$ cat config.mk
export PLATFORM = sky130hd
export DESIGN_NAME = mips_mc_ctrl
export DESIGN_NICKNAME = d
export VERILOG_FILES = /design/src/rtl/mips_mc_ctrl.sv
export SDC_FILE = /design/constraint.sdc
export NUM_CORES = 1
export LEC_CHECK = 0
export BUFFER_PORTS_ARGS = -buffer_cell sky130_fd_sc_hd__buf_2
export CAP_MARGIN = 40
export CORE_ASPECT_RATIO = 0.7
export CORE_MARGIN = 2
export CORE_UTILIZATION = 26
export CTS_BUF_LIST = sky130_fd_sc_hd__clkbuf_16
export DETAILED_ROUTE_END_ITERATION = 6
export GPL_TIMING_DRIVEN = 0
export SKIP_LAST_GASP = 1
export SLEW_MARGIN = 25
export SYNTH_ARGS = -nofsm -noshare
export SYNTH_HDL_FRONTEND = slang
export SYNTH_SLANG_ARGS = --single-unit
$ cat constraint.sdc
create_clock -name clk -period 2.09 [get_ports clk]
set_input_delay 0.418 -clock clk [delete_from_list [all_inputs] [get_ports clk]]
set_output_delay 0.418 -clock clk [all_outputs]
set_load 0.01 [all_outputs]
$ cat src/rtl/mips_mc_ctrl.sv
// Multi-cycle MIPS control FSM: sequences fetch/decode/execute/memory/writeback
// over a shared memory port and ALU. Optional perf counters under MC_CTRL_PERF_EN.
module mips_mc_ctrl #(
    parameter int MEM_WAIT_MAX = 255,
    parameter int WAIT_W       = 8
) (
    input  logic       clk,
    input  logic       rst,
    input  logic [5:0] opcode,
    input  logic [5:0] funct,
    input  logic       zero,
    input  logic       mem_ready,
    output logic       pc_en,
    output logic       iord,
    output logic       mem_read,
    output logic       mem_write,
    output logic       ir_write,
    output logic       reg_dst,
    output logic       mem_to_reg,
    output logic       reg_write,
    output logic       alu_src_a,
    output logic [1:0] alu_src_b,
    output logic [2:0] alu_ctrl,
    output logic [1:0] pc_src,
    output logic       zext_imm,
    output logic       halted,
    output logic [1:0] err_code,
    output logic [3:0] state_dbg
`ifdef MC_CTRL_PERF_EN
    ,
    output logic [31:0] cycle_cnt,
    output logic [31:0] instr_cnt
`endif
);

    // state  | meaning
    // FETCH  | read instruction at PC, PC+4 into PC on completion
    // DECODE | precompute branch target, dispatch on opcode
    // MEMADR | rs + imm into ALUOut for lw/sw
    // MEMRD  | data read at ALUOut
    // MEMWB  | MDR into rt
    // MEMWR  | data write at ALUOut
    // EXEC   | R-type ALU op selected by funct
    // ALUWB  | ALUOut into rd
    // BRANCH | beq compare, PC <= target if zero
    // JUMP   | PC <= jump target
    // IMMEX  | addi / ori ALU op
    // IMMWB  | ALUOut into rt
    // HALT   | trapped until reset, err_code tells why
    typedef enum logic [3:0] {
        S_FETCH  = 4'd0,
        S_DECODE = 4'd1,
        S_MEMADR = 4'd2,
        S_MEMRD  = 4'd3,
        S_MEMWB  = 4'd4,
        S_MEMWR  = 4'd5,
        S_EXEC   = 4'd6,
        S_ALUWB  = 4'd7,
        S_BRANCH = 4'd8,
        S_JUMP   = 4'd9,
        S_IMMEX  = 4'd10,
        S_IMMWB  = 4'd11,
        S_HALT   = 4'd15
    } state_t;

    localparam logic [5:0] OP_RTYPE = 6'b000000;
    localparam logic [5:0] OP_LW    = 6'b100011;
    localparam logic [5:0] OP_SW    = 6'b101011;
    localparam logic [5:0] OP_BEQ   = 6'b000100;
    localparam logic [5:0] OP_J     = 6'b000010;
    localparam logic [5:0] OP_ADDI  = 6'b001000;
    localparam logic [5:0] OP_ORI   = 6'b001101;

    localparam logic [2:0] ALU_AND = 3'b000;
    localparam logic [2:0] ALU_OR  = 3'b001;
    localparam logic [2:0] ALU_ADD = 3'b010;
    localparam logic [2:0] ALU_SUB = 3'b110;
    localparam logic [2:0] ALU_SLT = 3'b111;

    localparam logic [1:0] ERR_NONE    = 2'b00;
    localparam logic [1:0] ERR_ILLEGAL = 2'b01;
    localparam logic [1:0] ERR_TIMEOUT = 2'b10;

    // Counter value during the last permitted wait cycle; a miss here traps.
    localparam logic [WAIT_W-1:0] WAIT_LAST = WAIT_W'(MEM_WAIT_MAX - 1);

    state_t            state;
    logic [WAIT_W-1:0] wait_cnt;
    logic [1:0]        err_q;
    logic              ori_q;

    logic              funct_ok;
    logic [2:0]        funct_alu;
    logic              mem_state;
    logic              wait_expired;

    always_comb begin
        funct_ok  = 1'b1;
        funct_alu = ALU_AND;
        case (funct)
            6'b100000: funct_alu = ALU_ADD;
            6'b100010: funct_alu = ALU_SUB;
            6'b100100: funct_alu = ALU_AND;
            6'b100101: funct_alu = ALU_OR;
            6'b101010: funct_alu = ALU_SLT;
            default:   funct_ok  = 1'b0;
        endcase
    end

    assign mem_state    = (state == S_FETCH) || (state == S_MEMRD) || (state == S_MEMWR);
    assign wait_expired = !mem_ready && (wait_cnt == WAIT_LAST);

    always_ff @(posedge clk) begin
        if (!rst) begin
            state    <= S_FETCH;
            wait_cnt <= '0;
            err_q    <= ERR_NONE;
            ori_q    <= 1'b0;
        end else begin
            // Only the memory states self-loop, so clearing elsewhere means
            // each memory state starts its wait from zero.
            if (mem_state && !mem_ready && !wait_expired)
                wait_cnt <= wait_cnt + WAIT_W'(1);
            else
                wait_cnt <= '0;

            case (state)
                S_FETCH: begin
                    if (mem_ready) begin
                        state <= S_DECODE;
                    end else if (wait_expired) begin
                        state <= S_HALT;
                        err_q <= ERR_TIMEOUT;
                    end
                end
                S_DECODE: begin
                    case (opcode)
                        OP_RTYPE:       state <= S_EXEC;
                        OP_LW, OP_SW:   state <= S_MEMADR;
                        OP_BEQ:         state <= S_BRANCH;
                        OP_J:           state <= S_JUMP;
                        OP_ADDI, OP_ORI: state <= S_IMMEX;
                        default: begin
                            state <= S_HALT;
                            err_q <= ERR_ILLEGAL;
                        end
                    endcase
                end
                S_MEMADR: state <= (opcode == OP_SW) ? S_MEMWR : S_MEMRD;
                S_MEMRD: begin
                    if (mem_ready) begin
                        state <= S_MEMWB;
                    end else if (wait_expired) begin
                        state <= S_HALT;
                        err_q <= ERR_TIMEOUT;
                    end
                end
                S_MEMWB: state <= S_FETCH;
                S_MEMWR: begin
                    if (mem_ready) begin
                        state <= S_FETCH;
                    end else if (wait_expired) begin
                        state <= S_HALT;
                        err_q <= ERR_TIMEOUT;
                    end
                end
                S_EXEC: begin
                    if (funct_ok) begin
                        state <= S_ALUWB;
                    end else begin
                        state <= S_HALT;
                        err_q <= ERR_ILLEGAL;
                    end
                end
                S_ALUWB:  state <= S_FETCH;
                S_BRANCH: state <= S_FETCH;
                S_JUMP:   state <= S_FETCH;
                S_IMMEX: begin
                    ori_q <= (opcode == OP_ORI);
                    state <= S_IMMWB;
                end
                S_IMMWB:  state <= S_FETCH;
                S_HALT:   state <= S_HALT;
                default:  state <= S_FETCH;
            endcase
        end
    end

`ifdef MC_CTRL_PERF_EN
    logic [31:0] cycle_q;
    logic [31:0] instr_q;
    logic        instr_done;

    assign instr_done = (state == S_MEMWB) || (state == S_ALUWB) || (state == S_BRANCH) ||
                        (state == S_JUMP)  || (state == S_IMMWB) ||
                        ((state == S_MEMWR) && mem_ready);

    always_ff @(posedge clk) begin
        if (!rst) begin
            cycle_q <= '0;
            instr_q <= '0;
        end else begin
            if (state != S_HALT) cycle_q <= cycle_q + 32'd1;
            if (instr_done)      instr_q <= instr_q + 32'd1;
        end
    end

    assign cycle_cnt = rst ? cycle_q : 32'd0;
    assign instr_cnt = rst ? instr_q : 32'd0;
`endif

    always_comb begin
        pc_en      = 1'b0;
        iord       = 1'b0;
        mem_read   = 1'b0;
        mem_write  = 1'b0;
        ir_write   = 1'b0;
        reg_dst    = 1'b0;
        mem_to_reg = 1'b0;
        reg_write  = 1'b0;
        alu_src_a  = 1'b0;
        alu_src_b  = 2'b00;
        alu_ctrl   = ALU_AND;
        pc_src     = 2'b00;
        zext_imm   = 1'b0;
        halted     = 1'b0;
        err_code   = ERR_NONE;
        state_dbg  = 4'd0;
        if (rst) begin
            state_dbg = state;
            err_code  = err_q;
            case (state)
                S_FETCH: begin
                    mem_read  = 1'b1;
                    alu_src_b = 2'b01;
                    alu_ctrl  = ALU_ADD;
                    ir_write  = mem_ready;
                    pc_en     = mem_ready;
                end
                S_DECODE: begin
                    alu_src_b = 2'b11;
                    alu_ctrl  = ALU_ADD;
                end
                S_MEMADR: begin
                    alu_src_a = 1'b1;
                    alu_src_b = 2'b10;
                    alu_ctrl  = ALU_ADD;
                end
                S_MEMRD: begin
                    iord     = 1'b1;
                    mem_read = 1'b1;
                end
                S_MEMWB: begin
                    reg_write  = 1'b1;
                    mem_to_reg = 1'b1;
                end
                S_MEMWR: begin
                    iord      = 1'b1;
                    mem_write = 1'b1;
                end
                S_EXEC: begin
                    alu_src_a = 1'b1;
                    alu_ctrl  = funct_alu;
                end
                S_ALUWB: begin
                    reg_write = 1'b1;
                    reg_dst   = 1'b1;
                end
                S_BRANCH: begin
                    alu_src_a = 1'b1;
                    alu_ctrl  = ALU_SUB;
                    pc_src    = 2'b01;
                    pc_en     = zero;
                end
                S_JUMP: begin
                    pc_src = 2'b10;
                    pc_en  = 1'b1;
                end
                S_IMMEX: begin
                    alu_src_a = 1'b1;
                    alu_src_b = 2'b10;
                    alu_ctrl  = (opcode == OP_ORI) ? ALU_OR : ALU_ADD;
                    zext_imm  = (opcode == OP_ORI);
                end
                S_IMMWB: begin
                    reg_write = 1'b1;
                    zext_imm  = ori_q;
                end
                S_HALT:  halted = 1'b1;
                default: ;
            endcase
        end
    end

endmodule

==> results of run 1 <==
==> cell families (layout without fill, tap and decap cells) <==
kind of cell / after synthesis / after routing / share of synthesized area (%)
mux: 3 / 3 / 2.30
flops: 15 / 15 / 22.0
compound gates: 50 / 50 / 24.5
buf+inv: 22 / 60 / 7.35
simple gates: 94 / 94 / 35.5
fa+ha+maj: 2 / 2 / 1.84
xor+xnor: 10 / 10 / 6.43
==> power groups by stage <==
stage               clock network (µW)  registers (µW)  logic (µW)
floorplan                            0             375         859
global placement                     0             381        1190
detailed placement                   0             382        1190
CTS                                380             394        1220
global route                       393             409        1390
finish                             373             403        1260
==> cell usage in the layout, fill, tap and decap left out, drive strengths merged, types with 3 or more instances in the layout <==
cell,count
a31oi,3
xnor2,3
nor2b,5
xor2,7
nand2b,4
inv,8
o21ai,12
o21a,3
and3,5
a21oi,12
dfxtp,15
nand3,6
nand2,21
buf,43
nor2,23
nor3,13
o211ai,3
clkbuf,9
and2,4
==> flip-flops by register name, indices dropped and copies added (netlist names) <==
signal	flops
err_q	2
ori_q	1
state	4
wait_cnt	8
==> final cells by class <==
cell class | count | area, µm² | share of cell area (%)
Clock buffer | 3 | 75.1 | 4.27
Buffer | 14 | 85.1 | 4.84
Inverter | 7 | 26.3 | 1.49
Timing Repair Buffer | 35 | 175 | 9.96
Multi-Input combinational cell | 159 | 1000 | 56.8
Clock inverter | 1 | 3.75 | 0.213
Tap cell | 72 | 90.1 | 5.12
Sequential cell | 15 | 304 | 17.3
==> layer usage <==
layer | vias up | share of wire (%)
met4 | 0 | 0.75
met2 | 49 | 40
li1 | 773 | -
met5 | - | 0
met1 | 692 | 53
met3 | 4 | 6.6
==> worst paths after layout <==
kind,startpoint,to,slack [ns],cells past startpoint
setup reg to reg,state[1],err_q[0],0.22,6
hold reg to reg,ori_q,ori_q,0.48,2
setup / recovery,state[3],alu_ctrl[2],0.04,6
hold / removal,ori_q,ori_q,0.48,2
==> metrics by stage <==
step / total power, µW / cell area [µm²] / util (%)
2_1_floorplan: 1230 / 1360 / -
3_3_place_gp: 1570 / 1630 / 31.6
3_5_place_dp: 1570 / 1630 / 31.6
4_1_cts: 1990 / 1740 / 33.7
5_1_grt: 2200 / 1760 / 34.2
6_report: 2040 / 1760 / 34.2
==> worst max-delay path, stage by stage (launching register included) <==
cell	delay, ns
dfxtp_1	0.31
nand2b_2	0.24
or3_4	0.37
nor3_4	0.14
a22oi_1	0.11
nor2_1	0.09
buf_2	0.13
==> what timing repair did <==
| item | CTS | global route |
|---|---|---|
| gates cloned | 0 | 0 |
| pin swaps | 0 | 0 |
| gates resized for setup | 10 | 12 |
| endpoints found under the setup margin | 11 | 10 |
==> flow_summary.json, run 1 <==
{
  "status": "completed",
  "dp_slack_ns": 0.0132,
  "cts-buffers-inserted": 3,
  "ys_types": 53,
  "fillers": 560,
  "drv_slew": 0,
  "synth-main-ff-cell": "dfxtp_1",
  "busiest_layer": "met1",
  "startpoint_type": "flip-flop",
  "drtAntennaViolNets": 0,
  "vias": 1518,
  "synth-edff-count": 0,
  "hold_viol_final": 0,
  "fin_crit_ns": 2.05,
  "synth_common_cells": "nor2_1 (23), nand2_1 (21), dfxtp_1 (15), nor3_1 (13), o21ai_0 (12)",
  "stdcell_count": 306,
  "syn_inst": 196,
  "cts_sinks": 15,
  "ctsHoldBuffers": 0,
  "nNetsFinal": 253,
  "synth_nets": 214,
  "core-area_mm2": 0.00515,
  "leakagePower_uw": 0.000784,
  "wl_per_cell_um": 13.5,
  "maxCapViolCount": 0,
  "fmax_mhz": 488,
  "max_slew_margin_pct": 57.8,
  "row_count": 22,
  "grt_pass1_wl_mm": 6.73,
  "hold-worst-slack_ns": 0.483,
  "p_int_uw": 1090,
  "clkTransAtPathRegs_ns": 0.05,
  "hp-class": "reg2reg",
  "seq_area_frac_synth_pct": 22.0,
  "pwr-share-clk_pct": 18.3,
  "yosys_warnings": 0,
  "grt_pass1_vias": 1362,
  "grt_use_met3_pct": 3.02,
  "io_pins": 40,
  "pwr_density_cell_mw_per_mm2": 1160,
  "dp.cells": 303,
  "grt_usage_pct": 14.1,
  "routabilityCongestion": 0.896,
  "async_reset_ff_share_pct": 0,
  "worst_ep_required_time_ns": 1.67,
  "final-setup-viol-count": 0,
  "hpwl_mm": 3.18,
  "drive_gt1_share_pct": 27.8,
  "cp_max_fo": 6,
  "end_kind": "output port",
  "p_sw_share_pct": 46.7,
  "synth_top_area_share_pct": 22.0,
  "drc": 0,
  "drt-total-wl_mm": 4.12,
  "syn_avg_cell_area_um2": 6.95,
  "critical_path_class": "reg2out",
  "critPathArrivalTime_ns": 1.63,
  "clkLatencyLatePin_ns": 0.24,
  "die_h_um": 64.6,
  "grt_setup_unrepaired": "yes",
  "dr.first_iter.drc_count": 120,
  "synth_area_leaders": "dfxtp_1 (22%), nor2_1 (6.3%), nand2_1 (5.8%), nor3_1 (4.8%), xor2_1 (4.5%)",
  "cts_buffer_depth": 2,
  "p_seq_share_pct": 19.8,
  "dieArea_mm2": 0.00584,
  "clock_skew_ns": 0.00178,
  "die_width_um": 90.5,
  "combPwrFrac_pct": 61.9,
  "postCtsSetupRepairBufs": 0,
  "antenna_cells": 0,
  "met1_usage_pct": 21.1,
  "grt_max_degree": 11,
  "final.setup.tns_ns": 0,
  "finalCritPeriodShare_pct": 98.0,
  "htreeDepth": 1,
  "setup_ws_ns": 0.0421,
  "vias_per_cell": 4.96,
  "peakVddDrop_mv": 0.279,
  "root_buffer": "clkbuf_16",
  "switching_power_uw": 952,
  "cts_tree": "built",
  "synthesis.area_mm2": 0.00136,
  "worstMarginPinSlew_ns": 0.617,
  "yosys_register_bits": 15,
  "gr-total-overflow": 0,
  "grt_use_met2_pct": 20.6,
  "start_util_pct": 26.5,
  "area_growth_pct": 29.1,
  "antenna_found_initial": 0,
  "numPortBuffers": 35,
  "synth_most_common_cell": "nor2_1",
  "drtPass1Iterations": 4,
  "yosys.area.top_type": "dfxtp_1"
}
(Power assumes the default switching activity.)
==> run 2: changes to the inputs <==
--- a/config.mk
+++ b/config.mk
@@ -12,3 +12,2 @@
 export CORE_UTILIZATION = 26
-export CTS_BUF_LIST = sky130_fd_sc_hd__clkbuf_16
 export DETAILED_ROUTE_END_ITERATION = 6
==> constraint.sdc (replaced) <==
create_clock -name clk -period 2.09 [get_ports clk]
set_input_delay 0.3135 -clock clk [delete_from_list [all_inputs] [get_ports clk]]
set_output_delay 0.3135 -clock clk [all_outputs]
set_load 0.01 [all_outputs]
==> flow_summary.json, run 2 (synthesis results as in run 1) <==
{
  "routabilityCongestion": 0.896,
  "die_width_um": 90.5,
  "dp.cells": 303,
  "startpoint_type": "flip-flop",
  "p_int_uw": 942,
  "fillers": 574,
  "wl_per_cell_um": 13.3,
  "antenna_cells": 0,
  "max_slew_margin_pct": 50.3,
  "final-setup-viol-count": 0,
  "layout_commonest_cell": "buf_2",
  "drtAntennaViolNets": 0,
  "end_kind": "output port",
  "fmax_mhz": 495,
  "die_h_um": 64.6,
  "core-area_mm2": 0.00515,
  "worstMarginPinSlew_ns": 0.727,
  "switching_power_uw": 924,
  "grt_usage_pct": 13.7,
  "p_seq_share_pct": 21.4,
  "grt_pass1_vias": 1322,
  "fin_crit_ns": 2.02,
  "hpwl_mm": 3.18,
  "dr.first_iter.drc_count": 126,
  "pwr-share-clk_pct": 12.8,
  "leakagePower_uw": 0.000756,
  "grt_setup_unrepaired": "yes",
  "nNetsFinal": 253,
  "final.setup.tns_ns": 0,
  "row_count": 22,
  "clkTransAtPathRegs_ns": 0.06,
  "drt-total-wl_mm": 4.08,
  "cts_buffer_depth": 2,
  "gr-total-overflow": 0,
  "grt_max_degree": 11,
  "drive_gt1_share_pct": 26.9,
  "worst_ep_required_time_ns": 1.78,
  "status": "completed",
  "cts_tree": "built",
  "post_dp_cell_area_mm2": 0.00163,
  "path_cells": "nand2b_4 > or3_4 > nor3_4 > nand2b_1 > a21oi_1 > buf_2",
  "antenna_found_initial": 0,
  "worst-path-buf-inv": 1,
  "dieArea_mm2": 0.00584,
  "largest_register": "wait_cnt",
  "grt_pass1_wl_mm": 6.51,
  "cts-buffers-inserted": 3,
  "drv_slew": 0,
  "critPathArrivalTime_ns": 1.71,
  "critical_path_class": "reg2out",
  "slowest_delay_ns": 0.40,
  "htreeDepth": 1,
  "largest_reg_flops": 8,
  "drtPass1Iterations": 4,
  "slowest_stage": "or3_4",
  "numPortBuffers": 35,
  "combPwrFrac_pct": 65.8,
  "root_buffer": "clkbuf_8",
  "total_power_uw": 1870,
  "vias_per_cell": 4.95,
  "drc": 0,
  "final_cell_mix": "buf_2 (43), nor2_1 (23), nand2_1 (21)",
  "hp-class": "reg2reg",
  "design_area_mm2": 0.00171,
  "postCtsSetupRepairBufs": 0,
  "maxCapViolCount": 0,
  "top_regs": "wait_cnt (8), state (4), err_q (2)",
  "final_core_util_pct": 33.2,
  "clock_skew_ns": 0.00415,
  "vias": 1516,
  "start_util_pct": 26.5,
  "p_sw_share_pct": 49.5,
  "cp_top_family": "simple AND/OR/NAND/NOR gates",
  "pwr_density_cell_mw_per_mm2": 1090,
  "hold_viol_final": 0,
  "cts_sinks": 15,
  "finalCritPeriodShare_pct": 96.6,
  "peakVddDrop_mv": 0.309,
  "area_growth_pct": 25.3,
  "stdcell_count": 306,
  "clkLatencyLatePin_ns": 0.25,
  "cp_max_fo": 7,
  "io_pins": 40
}
[run 2: worst min-delay path: cells and delay by family (launching register included)]
family             cells  cell delay, ns
DFF                    1            0.31
AOI/OAI and AO/OA      2            0.13
[run 2: repair_timing]
item | in CTS | in global routing
pin swaps | 0 | 2
resized for setup | 6 | 6
hold buffers | 0 | 0
endpoints found under the hold margin | 0 | 0
endpoints found under the setup margin | 5 | 4
[run 2: final timing paths]
| check | start | end | slack, ns | depth (start not counted) |
|---|---|---|---|---|
| min | ori_q | ori_q | 0.49 | 2 |
| max reg2reg | wait_cnt[0] | err_q[0] | 0.22 | 8 |
| min reg2reg | ori_q | ori_q | 0.49 | 2 |
| max | state[0] | alu_ctrl[1] | 0.07 | 6 |
[run 2: final cells by class]
cell class / count / area, µm² / area share, %
multi-input combinational: 159 / 993 / 58.2
timing repair buffer: 35 / 175 / 10.3
tap: 72 / 90.1 / 5.28
clock buffer: 4 / 45.0 / 2.64
buffer: 14 / 75.1 / 4.40
sequential: 15 / 302 / 17.7
inverter: 7 / 26.3 / 1.54
[run 2: metrics by stage]
stage | hold WS (ns) | setup WS (ns)
2_1_floorplan | 0.443 | 0.371
3_3_place_gp | 0.471 | 0.172
3_5_place_dp | 0.479 | 0.159
4_1_cts | 0.488 | 0.0356
5_1_grt | 0.502 | -0.0277
6_report | 0.485 | 0.0700
[run 2: per-layer routing]
metal | track usage [%] | share of wire, % | wire (µm)
met5 | 0 | 0 | 0
met1 | 20.7 | 52 | 2120
met2 | 19.6 | 39 | 1600
met4 | 1.73 | 0.25 | 10
met3 | 3.72 | 8.4 | 342
[run 2: power by group through the flow]
stage	Clock [µW]	Sequential [µW]	Combinational, µW
final	238	399	1230
after global routing	256	405	1360
after CTS	247	381	1220
after detailed placement	0	382	1190
after global placement	0	381	1190
after floorplan	0	375	859
==> run 3: changes to the inputs <==
Settings changed: ABC_AREA from default to 1, SETUP_SLACK_MARGIN from default to 0.05.
==> flow_summary.json, run 3 <==
{
  "cp_top_family": "flip-flops",
  "p_int_uw": 835,
  "routabilityCongestion": 0.839,
  "vias": 1512,
  "final_cell_mix": "nand2_1 (45), nor2_1 (41), buf_2 (39)",
  "fin_crit_ns": 1.96,
  "synth_nets": 246,
  "clkTransAtPathRegs_ns": 0.06,
  "postCtsSetupRepairBufs": 0,
  "hp-class": "in2reg",
  "clock_skew_ns": 0.00357,
  "grt_pass1_vias": 1340,
  "crit_start": "state[3]",
  "synth-edff-count": 0,
  "yosys_warnings": 0,
  "worstMarginPinSlew_ns": 0.498,
  "setup_ws_ns": 0.130,
  "antenna_cells": 0,
  "p_seq_share_pct": 24.7,
  "pwr-share-clk_pct": 14.2,
  "clkLatencyLatePin_ns": 0.24,
  "synth_most_common_cell": "nand2_1",
  "end_kind": "output port",
  "final-setup-viol-count": 0,
  "hpwl_mm": 2.99,
  "hp-start": "rst",
  "post_dp_cell_area_mm2": 0.00160,
  "ys_types": 27,
  "synthesis.area_mm2": 0.00132,
  "vias_per_cell": 4.45,
  "dieArea_mm2": 0.00568,
  "max_slew_margin_pct": 66.8,
  "largest_register": "wait_cnt",
  "design_area_mm2": 0.00167,
  "drtAntennaViolNets": 0,
  "r2r-start": "state[0]",
  "synth_area_leaders": "dfxtp_1 (23%), nand2_1 (13%), nor2_1 (12%), inv_1 (11%), nand3_1 (8.3%)",
  "cp_max_fo": 7,
  "largest_reg_flops": 8,
  "regToRegEndpoint": "wait_cnt[7]",
  "cts_buffer_depth": 2,
  "die_h_um": 63.6,
  "yosys_register_bits": 15,
  "combPwrFrac_pct": 61.1,
  "slowest_delay_ns": 0.44,
  "syn_inst": 228,
  "gr-total-overflow": 0,
  "finalCritPeriodShare_pct": 93.8,
  "yosys.area.top_type": "dfxtp_1",
  "synth_top_area_share_pct": 22.7,
  "final_core_util_pct": 34.5,
  "status": "completed",
  "row_count": 21,
  "async_reset_ff_share_pct": 0,
  "nNetsFinal": 290,
  "numPortBuffers": 39,
  "layout_commonest_cell": "nand2_1",
  "top_regs": "wait_cnt (8), state (4), err_q (2)",
  "dp_slack_ns": 0.296,
  "grt_pass1_wl_mm": 6.05,
  "leakagePower_uw": 0.000949,
  "cts_tree": "built",
  "fmax_mhz": 510,
  "critical_path_class": "reg2out",
  "seq_area_frac_synth_pct": 22.7,
  "peakVddDrop_mv": 0.339,
  "die_width_um": 89.2,
  "grt_usage_pct": 13.2,
  "worst-path-buf-inv": 4,
  "start_util_pct": 27.3,
  "pwr_density_cell_mw_per_mm2": 990,
  "drc": 0,
  "cts_sinks": 15,
  "startpoint_type": "flip-flop",
  "antenna_found_initial": 0,
  "hold_viol_final": 0,
  "slowest_stage": "dfxtp_2",
  "maxCapViolCount": 0,
  "p_sw_share_pct": 49.5,
  "drtPass1Iterations": 4,
  "switching_power_uw": 817,
  "io_pins": 40,
  "crit_path_frequent_cell": "inv_1",
  "core-area_mm2": 0.00483,
  "reg2reg_depth": 9,
  "root_buffer": "clkbuf_8",
  "dr.first_iter.drc_count": 93,
  "final.setup.tns_ns": 0,
  "wl_per_cell_um": 10.9,
  "drt-total-wl_mm": 3.69,
  "worst_ep_required_time_ns": 1.78,
  "r2r_slack_ns": 0.56,
  "path_cells": "inv_1 > nor2_2 > inv_1 > nor3_1 > o31ai_1 > inv_1 > buf_2",
  "synth-main-ff-cell": "dfxtp_1",
  "hold_end": "err_q[1]",
  "grt_setup_unrepaired": "no",
  "drv_slew": 0,
  "drive_gt1_share_pct": 25.8,
  "hold_path_depth": 3,
  "cts-buffers-inserted": 3,
  "critPathArrivalTime_ns": 1.65,
  "htreeDepth": 1,
  "syn_avg_cell_area_um2": 5.80,
  "synth_common_cells": "nand2_1 (46), nor2_1 (43), inv_1 (39), nand3_1 (22), dfxtp_1 (15)",
  "area_growth_pct": 26.2,
  "grt_max_degree": 11
}
-- run 3: cell count changes after synthesis, moves of 6 or more --
cell     before  now
inv_1         7   39
nand2_1      21   46
nor2_1       23   43
nand3_1       6   22
buf_2         8    0
nor3_1       13    5
o21ai_0      12    4
inv_2         0    6
-- run 3: worst reg2reg max path: stages (launching register included) --
cell and delay, ns:
dfxtp_1 0.31, buf_4 0.16, nand2_1 0.10, inv_1 0.11
nand2_1 0.14, nand3_2 0.13, inv_2 0.07, nor2_4 0.13
nand3_4 0.14, nor3b_2 0.18
-- run 3: worst max path at each step --
| stage | endpoint | slack, ns | depth (start not counted) |
|---|---|---|---|
| floorplan | alu_ctrl[2] | 0.57 | 6 |
| global placement | zext_imm | 0.31 | 7 |
| detailed placement | alu_ctrl[1] | 0.30 | 7 |
| CTS | alu_ctrl[0] | 0.11 | 10 |
| global route | alu_ctrl[0] | 0.04 | 10 |
| finish | alu_ctrl[1] | 0.13 | 7 |
-- run 3: power by group through the flow --
stage	Sequential [µW]	Combinational (µW)	Clock, µW
6_report	409	1010	234
5_1_grt	414	1130	264
4_1_cts	404	976	238
3_5_place_dp	411	969	0
3_3_place_gp	407	971	0
2_1_floorplan	397	713	0
-- run 3: repair_timing --
action	4_1_cts	5_1_grt
pin swaps	0	1
setup endpoints to repair	2	5
gates resized for setup	1	7
hold buffers	0	0
endpoints found under the hold margin	0	0
-- run 3: final cells by class --
cell class | instances | area (µm²)
Buffer | 4 | 22.5
Sequential cell | 15 | 303
Clock buffer | 4 | 45.0
Timing Repair Buffer | 39 | 195
Fill cell | 547 | 3170
Multi-Input combinational cell | 164 | 847
Tap cell | 69 | 86.3
Inverter | 45 | 169
-- run 3: cells by family (layout without fill, tap and decap cells) --
group | count (synthesis) | in the layout | synth area share, %
buffers and inverters | 49 | 92 | 14.5
flip-flops | 15 | 15 | 22.7
AO/OA/AOI/OAI | 22 | 22 | 9.47
adder cells (fa/ha/maj) | 2 | 2 | 1.89
XOR/XNOR | 4 | 4 | 2.65
AND/OR/NAND/NOR | 136 | 136 | 48.8
-- run 3: layer usage --
metal / vias to the layer above / track usage (%) / part of all wire (%)
li1: 802 / - / -
met1: 655 / 21.5 / 55
met2: 53 / 18.1 / 37
met3: 2 / 1.57 / 7.5
met4: 0 / 2.80 / 0.62
met5: - / 0 / 0
-- run 3: stage by stage --
step	cells	hold slack, ns	power (µW)
after floorplan	228	0.430	1110
after global placement	336	0.444	1380
after detailed placement	336	0.455	1380
after CTS	340	0.399	1620
after global routing	340	0.421	1810
final	340	0.402	1650
